File: src/rtl/pri_iter_if.sv
// pri_iter_if: request-vector input and index-beat output handshake bundle
interface pri_iter_if #(parameter int W = 32);
    localparam int IW = $clog2(W);
    logic          i_vld;
    logic [W-1:0]  i_x;
    logic          o_rdy;
    logic          o_vld;
    logic [IW-1:0] o_idx;
    logic [W-1:0]  o_oh;
    logic [IW-1:0] o_seq;
    logic          o_last;
    logic          i_rdy;
    modport slave (input i_vld, i_x, i_rdy, output o_rdy, o_vld, o_idx, o_oh, o_seq, o_last);
    modport master (output i_vld, i_x, i_rdy, input o_rdy, o_vld, o_idx, o_oh, o_seq, o_last);
endinterface

File: src/rtl/pri_iter.sv
// pri_iter: walks a request vector and emits the index of each set bit, highest priority first
module pri_iter #(
    parameter int W        = 32,
    parameter bit FROM_LSB = 1'b0
) (
    input logic       i_clk,
    input logic       i_arst,
    pri_iter_if.slave bus
);
    localparam int IW = $clog2(W);
    typedef enum logic {IDLE, BUSY} state_t;
    state_t        state, state_nxt;
    logic [W-1:0]  r, r_nxt, sel;
    logic [IW-1:0] seq, seq_nxt, enc;
    logic          busy, last, rdy, acc, beat;
    // priority select of the residual; later hits override earlier ones, so scan order sets priority
    always_comb begin
        sel = '0;
        enc = '0;
        for (int i = 0; i < W; i++) begin
            if (r[FROM_LSB ? W - 1 - i : i]) begin
                sel = '0;
                sel[FROM_LSB ? W - 1 - i : i] = 1'b1;
                enc = IW'(FROM_LSB ? W - 1 - i : i);
            end
        end
    end
    // handshake decode and next-state: a last-beat handshake may accept a new vector in the same cycle
    always_comb begin
        busy      = state == BUSY;
        last      = busy && (r & ~sel) == '0;
        rdy       = !busy || (last && bus.i_rdy);
        acc       = bus.i_vld && rdy;
        beat      = busy && bus.i_rdy;
        state_nxt = state;
        r_nxt     = r;
        seq_nxt   = seq;
        if (beat && !last) begin
            r_nxt   = r & ~sel;
            seq_nxt = seq + 1'b1;
        end
        if (acc) begin
            state_nxt = bus.i_x != '0 ? BUSY : IDLE;
            r_nxt     = bus.i_x;
            seq_nxt   = '0;
        end else if (beat && last) begin
            state_nxt = IDLE;
            r_nxt     = '0;
            seq_nxt   = '0;
        end
    end
    // state register; reset discards any residual vector
    always_ff @(posedge i_clk or posedge i_arst) begin
        if (i_arst) begin
            state <= IDLE;
            r     <= '0;
            seq   <= '0;
        end else begin
            state <= state_nxt;
            r     <= r_nxt;
            seq   <= seq_nxt;
        end
    end
    assign bus.o_rdy  = rdy;
    assign bus.o_vld  = busy;
    assign bus.o_oh   = busy ? sel : '0;
    assign bus.o_idx  = busy ? enc : '0;
    assign bus.o_seq  = busy ? seq : '0;
    assign bus.o_last = last;
endmodule

File: src/flat_wrapper.sv
// flat-port wrapper written by rule: the top's interface ports become plain ports
module pri_iter_flat 
#(
    parameter int W        = 32,
    parameter bit FROM_LSB = 1'b0
)
  (i_clk, i_arst, bus_i_vld, bus_i_x, bus_i_rdy, bus_o_rdy, bus_o_vld, bus_o_idx, bus_o_oh, bus_o_seq, bus_o_last);
  pri_iter_if #(.W(W)) bus_i ();
  input logic i_clk;
  input logic i_arst;
  input wire logic [$bits(bus_i.i_vld)-1:0] bus_i_vld;
  input wire logic [$bits(bus_i.i_x)-1:0] bus_i_x;
  input wire logic [$bits(bus_i.i_rdy)-1:0] bus_i_rdy;
  output wire logic [$bits(bus_i.o_rdy)-1:0] bus_o_rdy;
  output wire logic [$bits(bus_i.o_vld)-1:0] bus_o_vld;
  output wire logic [$bits(bus_i.o_idx)-1:0] bus_o_idx;
  output wire logic [$bits(bus_i.o_oh)-1:0] bus_o_oh;
  output wire logic [$bits(bus_i.o_seq)-1:0] bus_o_seq;
  output wire logic [$bits(bus_i.o_last)-1:0] bus_o_last;
  assign bus_i.i_vld = bus_i_vld;
  assign bus_i.i_x = bus_i_x;
  assign bus_i.i_rdy = bus_i_rdy;
  assign bus_o_rdy = bus_i.o_rdy;
  assign bus_o_vld = bus_i.o_vld;
  assign bus_o_idx = bus_i.o_idx;
  assign bus_o_oh = bus_i.o_oh;
  assign bus_o_seq = bus_i.o_seq;
  assign bus_o_last = bus_i.o_last;
  pri_iter #(.W(W), .FROM_LSB(FROM_LSB)) u_core (.i_clk(i_clk), .i_arst(i_arst), .bus(bus_i));
endmodule
File: config.mk
export PLATFORM = sky130hd
export DESIGN_NAME = pri_iter_flat
export DESIGN_NICKNAME = d
export VERILOG_FILES = /design/src/rtl/pri_iter_if.sv /design/src/rtl/pri_iter.sv /design/src/flat_wrapper.sv
export SDC_FILE = /design/constraint.sdc
export NUM_CORES = 1
export LEC_CHECK = 0
export BUFFER_PORTS_ARGS = -buffer_cell sky130_fd_sc_hd__buf_2
export CAP_MARGIN = 5
export CORE_MARGIN = 2
export CORE_UTILIZATION = 38
export CTS_CLUSTER_DIAMETER = 40
export DETAILED_ROUTE_END_ITERATION = 16
export PLACE_DENSITY_LB_ADDON = 0.2
export SYNTH_ARGS = -nofsm -noshare
export SYNTH_HDL_FRONTEND = slang
export SYNTH_SLANG_ARGS = --single-unit
File: constraint.sdc
create_clock -name i_clk -period 2.85 [get_ports i_clk]
set_input_delay 0.285 -clock i_clk [delete_from_list [all_inputs] [get_ports i_clk]]
set_output_delay 0.285 -clock i_clk [all_outputs]
set_load 0.005 [all_outputs]
==> results of run 1 <==
## registers in the layout, summed over array words and instances, names as in the netlist
signal            flops
u_core.r             32
u_core.seq            5
u_core.bus.o_vld      1
## metrics by stage
step | TNS, ns | util, % | worst slack (ns)
after detailed placement | -8.83 | 51.4 | -0.274
after global routing | -17.70 | 57.6 | -0.596
after CTS | -11.40 | 55.9 | -0.483
after floorplan | -3.02 | - | -0.107
after global placement | -6.31 | 51.4 | -0.221
final | -13.43 | 57.6 | -0.480
## final cells by class
cell class                      instances  area (sq um)  area share [%]
Multi-Input combinational cell        290          2200            47.1
Timing Repair Buffer                  181          1240            26.5
Sequential cell                        38           956            20.5
Tap cell                              105           131            2.82
Clock buffer                            7          86.3            1.85
Inverter                               13          48.8            1.05
Clock inverter                          1          5.00           0.107
## synthesized netlist by cell type, drive strengths merged (6+ instances only)
| cell type | instances | area [sq um] |
|---|---|---|
| nor2 | 39 | 146 |
| dfrtp | 38 | 951 |
| clkbuf | 30 | 113 |
| nand2 | 29 | 109 |
| nor4 | 25 | 223 |
| a221o | 22 | 220 |
| nor3 | 20 | 105 |
| a21oi | 18 | 90.1 |
| and3 | 17 | 106 |
| o21ai | 16 | 80.1 |
| inv | 13 | 48.8 |
| buf | 9 | 75.1 |
| nand4 | 9 | 56.3 |
| and2 | 8 | 50.1 |
| a22o | 7 | 61.3 |
| nand3 | 7 | 40.0 |
| or4 | 6 | 56.3 |
## logic make-up after synthesis
| family | share of synthesized area [%] |
|---|---|
| compound gates | 24.7 |
| xor+xnor | 0.841 |
| fa+ha+maj | 1.36 |
| buf+inv | 7.57 |
| flops | 30.4 |
| mux | 0.360 |
| simple gates | 34.7 |
## final timing paths
| check | from | endpoint | slack (ns) |
|---|---|---|---|
| hold / removal | i_arst | u_core.seq[2] | 0.10 |
| setup reg to reg | u_core.r[27] | u_core.r[28] | -0.43 |
| min in group i_clk | bus_i_x[25] | u_core.r[25] | 0.21 |
| setup / recovery | u_core.r[27] | bus_o_rdy | -0.48 |
| hold reg to reg | u_core.seq[4] | u_core.seq[4] | 0.55 |
| max in group asynchronous | i_arst | u_core.r[25] | 2.37 |
## worst reg2reg max path: stages, from the launching register on
cell,delay (ns)
dfrtp_1,0.45
nor4_4,0.33
buf_4,0.19
nand3_2,0.09
maj3_2,0.33
or4_4,0.53
nor4_4,0.36
nand3_2,0.16
buf_6,0.15
a21boi_4,0.22
buf_6,0.14
buf_12,0.12
a221o_1,0.15
## per-layer routing
metal	wire length, microns	up-vias	GRT usage (%)
met5	0	-	0
met4	206	0	9.66
met3	760	19	4.23
met2	5710	147	44.6
met1	5330	1867	37.4
li1	-	1769	-
## timing repair
| item | in CTS | in global routing |
|---|---|---|
| pin swaps | 15 | 9 |
| setup buffers | 16 | 1 |
| endpoints found under the setup margin | 42 | 48 |
| gates resized for setup | 33 | 29 |
| cloned | 2 | 0 |
| hold buffers | 0 | 0 |
==> impl_results.md, run 1 <==
* Core area at ~8100 sq um
* Clk slew on worst S/H paths at roughly 0.08 ns
* Vias in the first global route at 3751
* Std cell rows at 33
* H-tree depth at 2
* Fin nets at approximately 570
* Max Fclk at 300 MHz
* Chip height at around 95 microns
* CP Data Required Time at 2.57 ns
* # clock sinks at 38
* Cells after Synth at about 380
* Remaining Overflow, GRT at 0
* Delay-heaviest family, CP: simple AND/OR/NAND/NOR gates
* Crit-path max cell delay at between 0.5 and 0.6 ns
* Failing checks: negative setup slack
* Startpoint Class: flip-flop
* Die area at 8970 sq um
* Detailed Place HPWL at 8.61 mm
* CP arrival at just over 3 ns
* Register area share after synthesis at 30.4%
* Mean Syn Cell Area at 8.25 sq um
* Critical path's slowest cell: or4_4
* Final worst path period need at 3.33 ns
* Critical Path End Type: output port
* Global placer's final weighted congestion at roughly 0.96
* Initial Util at 38.6%
* Area grow syn2layout at 49.2%
* Final wirelength at 12.0 mm
* Clock root buffer: clkbuf_8
* Initial antenna violation count at 0
* Remaining antenna violation count at 0
* Max clock buf depth at 2
* Number of max-cap violations at 0
* Non-Filler Instances at 635
* Via count at between 3000 and 4000
* Mapped Area at 3130 sq um
* CTS Buf Count at 5
* Final worst slack at -0.480 ns
* Post-Place Cells at 610
* Worst skew pair latency at 0.29 ns
* Hold WC Path Type: in2async
* Starting DRT DRC Count at 352
* CP bufs+invs at 3
* Asr flop ratio synth at 100%
* Diode count at 0
* Most common cell after layout, fill and taps aside: buf_4
* CP cell instances: nor4_4 > buf_4 > nand3_2 > maj3_2 > or4_4 > nor4_4 > nand3_2 > buf_6 > nand2_2 > buf_2
* Initial DRT Pass Iterations at 4
* Cell area after layout at roughly 4700 sq um
* Wire per inst at 18.9 microns
* Synth cell types at 59
* Setup-failing EPs final at 39
* Crit-path max FO at 4
* Status: finished with violations
* Fin crit share at 117%
* EDFF count, synth at 0
* Critical path class: reg2out
* Critical path depth at 10
* Clk_skew at 0.00339 ns
* Routed vias/inst at 5.99
* Largest net degree at the start of global routing at 39
* Unrepaired setup endpoints after global routing: yes
* Register bit total from synthesis at 38
* Placed cell area at 4160 sq um
* Most frequent cells in the layout: buf_4 (91), buf_2 (80), nor2_1 (36)
* Fillcell total at 754
* Share of cells above drive strength 1 at 45.8%
* Slew @ Worst Pin at 0.741 ns
* DRC at 0
* Die width at 94.7 microns
* Yosys warns at 0
* Worst rel slew slack at around 50%
* I/O Buffers at 80
* Syn nets at 416
* Top-Level Pins at 81
* CTS tree: done
* Main flop type after synthesis: dfrtp_1
* Gr usage total at between 20 and 30%
* Final Hold Viols at 0
* Hold Worst Slack at roughly 0.10 ns
* Slew Viols, Final at 0
* Cell count of the worst reg-to-reg path at 12
* First-pass GRT wire length at about 19 mm
Power of run 1 is not shown: default switching activity piles up to over one toggle a cycle in this logic, so the estimate is an artifact.
==> inputs of run 2 (changes only) <==
--- a/config.mk
+++ b/config.mk
@@ -7,6 +7,7 @@
 export LEC_CHECK = 0
 export BUFFER_PORTS_ARGS = -buffer_cell sky130_fd_sc_hd__buf_2
 export CAP_MARGIN = 5
+export CORE_ASPECT_RATIO = 0.75
 export CORE_MARGIN = 2
 export CORE_UTILIZATION = 38
 export CTS_CLUSTER_DIAMETER = 40
==> impl_results.md, run 2 (synthesized netlist as in run 1, its figures left out) <==
* Core area at 7950 sq um
* CP Data Required Time at 2.57 ns
* Clk slew on worst S/H paths at 0.09 ns
* Critical path class: reg2out
* Initial antenna violation count at 0
* Critical path's slowest cell: or4_4
* Vias in the first global route at approximately 3600
* Die area at 8970 sq um
* CTS tree: done
* Largest Register: u_core.r
* Worst skew pair latency at 0.32 ns
* Cell count of the worst reg-to-reg path at 11
* Detailed Place HPWL at 8.97 mm
* Die width at 109 microns
* Crit-path max cell delay at 0.61 ns
* CP bufs+invs at 2
* Slew @ Worst Pin at about 0.75 ns
* Via count at roughly 3900
* Failing checks: negative setup slack
* Std cell rows at 28
* Most frequent cells in the layout: buf_4 (97), buf_2 (79), nor2_1 (36)
* Routed vias/inst at 6.09
* Chip height at 82.5 microns
* Delay-heaviest family, CP: simple AND/OR/NAND/NOR gates
* Max clock buf depth at 2
* Share of cells above drive strength 1 at 45.6%
* Utilization after layout at 59.5%
* CP cell instances: or4_4 > a211oi_2 > o22ai_1 > a2111oi_1 > nand4b_1 > or4b_1 > inv_1 > buf_2
* Clk_skew at 0.0102 ns
* R2r setup slk at -0.40 ns
* Worst r2r src: u_core.r[29]
* Final worst path period need at 3.39 ns
* Setup TNS at -14.20 ns
* Unrepaired setup endpoints after global routing: yes
* Worst R2R End: u_core.r[28]
* Number of max-cap violations at 0
* Status: finished with violations
* Remaining Overflow, GRT at 0
* Fin nets at 573
* Diode count at 0
* Fillcell total at 690
* Final Hold Viols at 0
* I/O Buffers at 80
* Crit-path max FO at 5
* Gr usage total at approximately 28%
* Wire per inst at approximately 20 microns
* Max reg flops at 32
* Fin crit share at 119%
* H-tree depth at 2
* Cts hold-fix bufs at 0
* Final wirelength at between 10 and 15 mm
* Area grow syn2layout at 51.5%
* Critical Path End Type: output port
* Hold WC Path Type: in2async
* DRC at 0
* Top-Level Pins at 81
* Final worst slack at -0.540 ns
* # clock sinks at 38
* Max Fclk at 295 MHz
* Initial Util at roughly two fifths
* First-pass GRT wire length at ~19 mm
* CP arrival at 3.11 ns
* Most common cell after layout, fill and taps aside: buf_4
* CTS Buf Count at 5
* Remaining antenna violation count at 0
* Global placer's final weighted congestion at 0.943
* Largest net degree at the start of global routing at 22
* Worst rel slew slack at 50.1%
* Setup-failing EPs final at 39
* Starting DRT DRC Count at 417
* Initial DRT Pass Iterations at 5
* Slew Viols, Final at 0
* Startpoint Class: flip-flop
* Clock root buffer: clkbuf_8
run 2: per-stage QoR:
step | instances | setup slack (ns) | hold slack, ns | instance area [sq um]
after global placement | 612 | -0.208 | 0.443 | 4180
after detailed placement | 612 | -0.253 | 0.450 | 4180
after global routing | 642 | -0.598 | 0.150 | 4730
after CTS | 634 | -0.490 | 0.102 | 4520
final | 642 | -0.540 | 0.0740 | 4730
after floorplan | 379 | -0.107 | 0.401 | 3170
run 2: worst reg2reg max path: stages, from the launching register on:
cell       delay (ns)
dfrtp_2          0.47
or4_4            0.61
a211oi_2         0.29
o21ai_0          0.13
a2111o_1         0.44
nor4_4           0.34
nand3_2          0.14
buf_4            0.16
a21boi_4         0.18
buf_6            0.16
clkbuf_16        0.15
a221o_1          0.13
run 2: routing by layer:
| metal | up-vias | track usage (%) | part of all wire, % |
|---|---|---|---|
| met5 | - | 0 | 0 |
| met4 | 0 | 9.62 | 2.0 |
| met3 | 31 | 7.30 | 8.7 |
| met2 | 208 | 40.1 | 42 |
| met1 | 1885 | 41.5 | 47 |
| li1 | 1786 | - | - |
run 2: cell type report:
type	instances	area [sq um]	share of cell area, %
tap	105	131	2.77
timing repair buffer	188	1330	28.0
clock inverter	3	45.0	0.951
clock buffer	5	68.8	1.45
sequential	38	958	20.2
inverter	13	48.8	1.03
multi-input combinational	290	2160	45.5
run 2: timing repair:
action,CTS,global route
gates cloned,1,3
pin swaps,11,15
setup buffers,13,5
setup endpoints to repair,42,48
resized for setup,27,22
run 2: worst max path at each step:
| stage | slack (ns) | depth (start not counted) | to | start |
|---|---|---|---|---|
| after floorplan | -0.11 | 10 | u_core.r[5] | u_core.r[25] |
| after CTS | -0.49 | 11 | bus_o_last | u_core.r[16] |
| after detailed placement | -0.25 | 9 | bus_o_rdy | u_core.r[31] |
| after global routing | -0.60 | 8 | bus_o_last | u_core.r[29] |
| after global placement | -0.21 | 10 | bus_o_last | u_core.r[23] |
| final | -0.54 | 8 | bus_o_last | u_core.r[29] |
Power of run 2 is left out for the same reason.
